<file path="src/rtl/decoder.sv">
// rtl/decoder.sv - serial frame receiver: start, 8 data LSB first, parity, stop
module decoder #(
  parameter bit ODD_PARITY = 1'b1
) (
  input  logic       clk,
  input  logic       rst,
  input  logic       clk_en,
  input  logic       d,
  input  logic       rd_en,
  output logic [7:0] q,
  output logic       rdy,
  output logic       parity_err,
  output logic       frame_err,
  output logic       ovr,
  output logic       busy
);

  typedef enum logic [1:0] {
    IDLE      = 2'd0,
    DATA      = 2'd1,
    STOP      = 2'd2,
    WAIT_HIGH = 2'd3
  } state_t;

  state_t     state;
  state_t     state_nxt;
  logic [3:0] bit_cnt;
  logic [8:0] shift_reg;
  logic       complete;

  always_ff @(posedge clk) begin
    if (rst) begin
      state <= IDLE;
    end else begin
      state <= state_nxt;
    end
  end

  always_comb begin
    state_nxt = state;
    complete  = 1'b0;
    if (clk_en) begin
      case (state)
        IDLE:      if (!d) state_nxt = DATA;
        DATA:      if (bit_cnt == 4'd8) state_nxt = STOP;
        STOP: begin
          complete  = 1'b1;
          // a low stop bit must see the line return high before a new start counts
          state_nxt = d ? IDLE : WAIT_HIGH;
        end
        WAIT_HIGH: if (d) state_nxt = IDLE;
        default:   state_nxt = IDLE;
      endcase
    end
  end

  assign busy = (state == DATA) || (state == STOP);

  always_ff @(posedge clk) begin
    if (rst) begin
      bit_cnt    <= 4'd0;
      shift_reg  <= 9'd0;
      q          <= 8'd0;
      rdy        <= 1'b0;
      parity_err <= 1'b0;
      frame_err  <= 1'b0;
      ovr        <= 1'b0;
    end else begin
      if (clk_en) begin
        if (state == IDLE && !d) begin
          bit_cnt <= 4'd0;
        end else if (state == DATA) begin
          // shift right so the first data bit ends in bit 0 and parity in bit 8
          shift_reg <= {d, shift_reg[8:1]};
          bit_cnt   <= (bit_cnt == 4'd8) ? 4'd0 : bit_cnt + 4'd1;
        end
      end

      if (complete) begin
        q          <= shift_reg[7:0];
        parity_err <= (^shift_reg) ^ ODD_PARITY;
        frame_err  <= ~d;
        rdy        <= 1'b1;
        ovr        <= rdy & ~rd_en;
      end else if (rd_en && rdy) begin
        rdy <= 1'b0;
        ovr <= 1'b0;
      end
    end
  end

endmodule

</file>
<file path="config.mk">
export PLATFORM = sky130hd
export DESIGN_NAME = decoder
export DESIGN_NICKNAME = d
export VERILOG_FILES = /design/src/rtl/decoder.sv
export SDC_FILE = /design/constraint.sdc
export NUM_CORES = 1
export LEC_CHECK = 0
export BUFFER_PORTS_ARGS = -buffer_cell sky130_fd_sc_hd__buf_4
export CAP_MARGIN = 20
export CORE_MARGIN = 8
export CORE_UTILIZATION = 54
export CTS_BUF_LIST = sky130_fd_sc_hd__clkbuf_8 sky130_fd_sc_hd__clkbuf_16
export CTS_CLUSTER_DIAMETER = 100
export DETAILED_ROUTE_END_ITERATION = 10
export PLACE_DENSITY = 0.88
export SLEW_MARGIN = 20
export SYNTH_ARGS = -nofsm -noshare
export SYNTH_HDL_FRONTEND = slang
export SYNTH_SLANG_ARGS = --single-unit
</file>
<file path="constraint.sdc">
create_clock -name clk -period 1.9 [get_ports clk]
set_input_delay 0.19 -clock clk [delete_from_list [all_inputs] [get_ports clk]]
set_output_delay 0.19 -clock clk [all_outputs]
set_load 0.02 [all_outputs]
</file>
==> reports/qor.yml <==
timing:
  hold_violations: 0
  finalCritPeriodShare: 0.941
  max_freq_mhz: 559
  finalSetupViolCount: 0
  relSlewSlack: 0.697
  post-route-min-period_ns: 1.79
  setup_ws_ns: 0.112
  tightest_slew_ns: 0.455
  clock_skew_ns: 0.00233
  whs_ns: 0.119
  drv_slew: 0
placement:
  placed_cells: 180
  placed_cell_area_um2: 1370
  gp_congestion: 0.716
  dp_slack_ns: 0.129
  hpwl_um: 1820
  io_buffers: 17
synth:
  yosysUniqueCellTypes: 29
  yosys_warnings: 0
  synth_edf_count: 0
  synth_ff_type: "dfxtp_1"
  synth_area_um2: 1220
  syn_avg_cell_area_um2: 8.73
  synthCells: 140
  ys_seq_elements: 27
  synthArstFlopShare: 0
  syn_nets: 152
  synth_seq_area_share: 0.442
worst_hold_path:
  holdPathStages: 2
  min_from: "rd_en"
  hold_class: "primary input to flop"
  holdPathEnd: "ovr$_SDFFE_PP0P_"
global_route:
  grt-ovfl-total: 0
  grt_pass1_vias: 908
  track_usage: 0.124
  antenna_found_initial: 0
  grt_max_degree: 28
  grt_pass1_wl_um: 4040
finish:
  diodes: 0
  finalInstanceArea_um2: 1420
  area_growth_pct: 16.3
  drive_above_1_share: 0.179
  largest_register_ffs: 9
  finish.utilization: 0.655
  mostFrequentLayoutCells: "nand2_1 (26), dfxtp_1 (26), a21oi_1 (20)"
  nNetsFinal: 169
  final_cells: 184
clock_network:
  path_clk_slew_ns: 0.08
  cts_tree: "built"
  post_cts_buffers: 0
  clock_path_buffers: 2
  holdBufCountCts: 0
  cts.sinks: 27
  cts.repair.resized: 0
  clock_latency_ns: 0.27
  clockRootBuffer: "clkbuf_8"
  ctsHtreeMaxLevel: 1
  cts_buffers: 3
pwr:
  p_sw_frac: 0.248
  comb_power_share: 0.115
  cellPowerDensity_nw_per_um2: 716
  internal-power_uw: 765
  power_leakage_uw: 0.000537
  power.clock.fraction: 0.311
  peakVddDrop_uv: 384
  p_seq_frac: 0.573
  p_switching_uw: 252
worst_setup_path:
  start_kind: "flop"
  worst-setup-path-type: "flop to flop"
  endpoint_kind: "flop"
  r2r-start: "state[1]$_SDFFE_PP0P_"
  crit_fanout: 5
  r2r_end: "state[0]$_SDFFE_PP0P_"
  r2r_cells: 6
  critPathArrivalTime_ns: 1.95
  required_ns: 2.06
  rrSetupSlack_ns: 0.11
floorplanning:
  core.rowCount: 17
  die_area_um2: 4040
  io_pins: 18
  initial_core_util: 0.563
  die_h_um: 63.6
  fp.dieW_um: 63.6
  core-area_um2: 2170
detailed_routing:
  drc: 0
  vias: 995
  drt-pass1-iter-count: 5
  wirelength_um: 2450
  drtIter0Drc: 47
  wire_per_inst_um: 13.3
  vias_per_cell: 5.41
  ant_nets: 0
job:
  cap_viol_max_count: 0
status:
  status: "completed"
[cells in the mapped netlist (2+ instances only)]
master	n	area [um2]
xnor2_1	6	52.6
dfxtp_1	27	541
ha_1	7	87.6
nand2b_1	2	12.5
nand3_1	2	10.0
a22oi_1	2	15.0
o21ai_0	11	55.1
nand3b_1	2	15.0
buf_1	2	7.51
nand2_1	26	97.6
nor2_1	8	30.0
a21oi_1	20	100
inv_1	6	22.5
clkbuf_1	3	11.3
a311oi_1	2	17.5
[per-layer routing]
metal | routed length [um] | global-route usage | up-vias | part of all wire
li1 | - | - | 506 | -
met1 | 1040 | 0.128 | 449 | 0.42
met2 | 1210 | 0.219 | 35 | 0.49
met3 | 160 | 0.0406 | 5 | 0.065
met4 | 48 | 0.0585 | 0 | 0.020
met5 | 0 | 0 | - | 0
[metrics by stage]
step                      TNS, ns  power [uW]
after global placement          0         702
after floorplan                 0         679
after CTS                       0        1020
after detailed placement        0         710
after global routing      -0.0266        1060
final                           0        1020
[cells by family (layout without fill, tap and decap cells)]
kind of cell,count (synthesis),in the layout,synth area share
buffers and inverters,12,28,0.0379
multiplexers,2,2,0.0205
AO/OA/AOI/OAI,39,39,0.193
XOR/XNOR,8,8,0.0686
flip-flops,27,27,0.442
AND/OR/NAND/NOR,45,45,0.166
adder cells (fa/ha/maj),7,7,0.0716
[layout make-up]
| type | instances | area (um2) |
|---|---|---|
| well taps | 28 | 35.0 |
| repair buffers | 18 | 135 |
| clock inverters | 1 | 5.00 |
| fillers | 186 | 748 |
| inverters | 6 | 22.5 |
| multi-input cells | 101 | 641 |
| flip-flops and latches | 27 | 542 |
| clock buffers | 3 | 41.3 |
[worst max-delay path by stage]
stage                          start                 endpoint  slack (ns)  depth (start not counted)
2_1_floorplan  state[0]$_SDFFE_PP0P_    state[1]$_SDFFE_PP0P_        0.34                          6
3_3_place_gp   state[0]$_SDFFE_PP0P_    state[1]$_SDFFE_PP0P_        0.26                          6
3_5_place_dp   state[0]$_SDFFE_PP0P_  bit_cnt[2]$_SDFFE_PP0P_        0.13                          6
4_1_cts        state[0]$_SDFFE_PP0P_  bit_cnt[2]$_SDFFE_PP0P_         0.1                          6
5_1_grt        state[1]$_SDFFE_PP0P_    state[0]$_SDFFE_PP0P_       -0.02                          6
6_report       state[1]$_SDFFE_PP0P_    state[0]$_SDFFE_PP0P_        0.11                          6
[worst max-delay path: stages, from the launching register on]
cell and delay [ns]:
dfxtp_1 0.41, inv_1 0.10, ha_1 0.22, mux2_4 0.28, a211oi_4 0.27, nor2_1 0.08
a311oi_1 0.31
[power groups by stage]
stage                     logic (uW)  registers, uW  clock network [uW]
after floorplan                 82.2            596                   0
after global placement           108            594                   0
after detailed placement         114            596                   0
after CTS                        114            583                 327
after global routing             129            585                 351
final                            117            583                 317
Note: power is estimated with default switching activity, not from simulation.
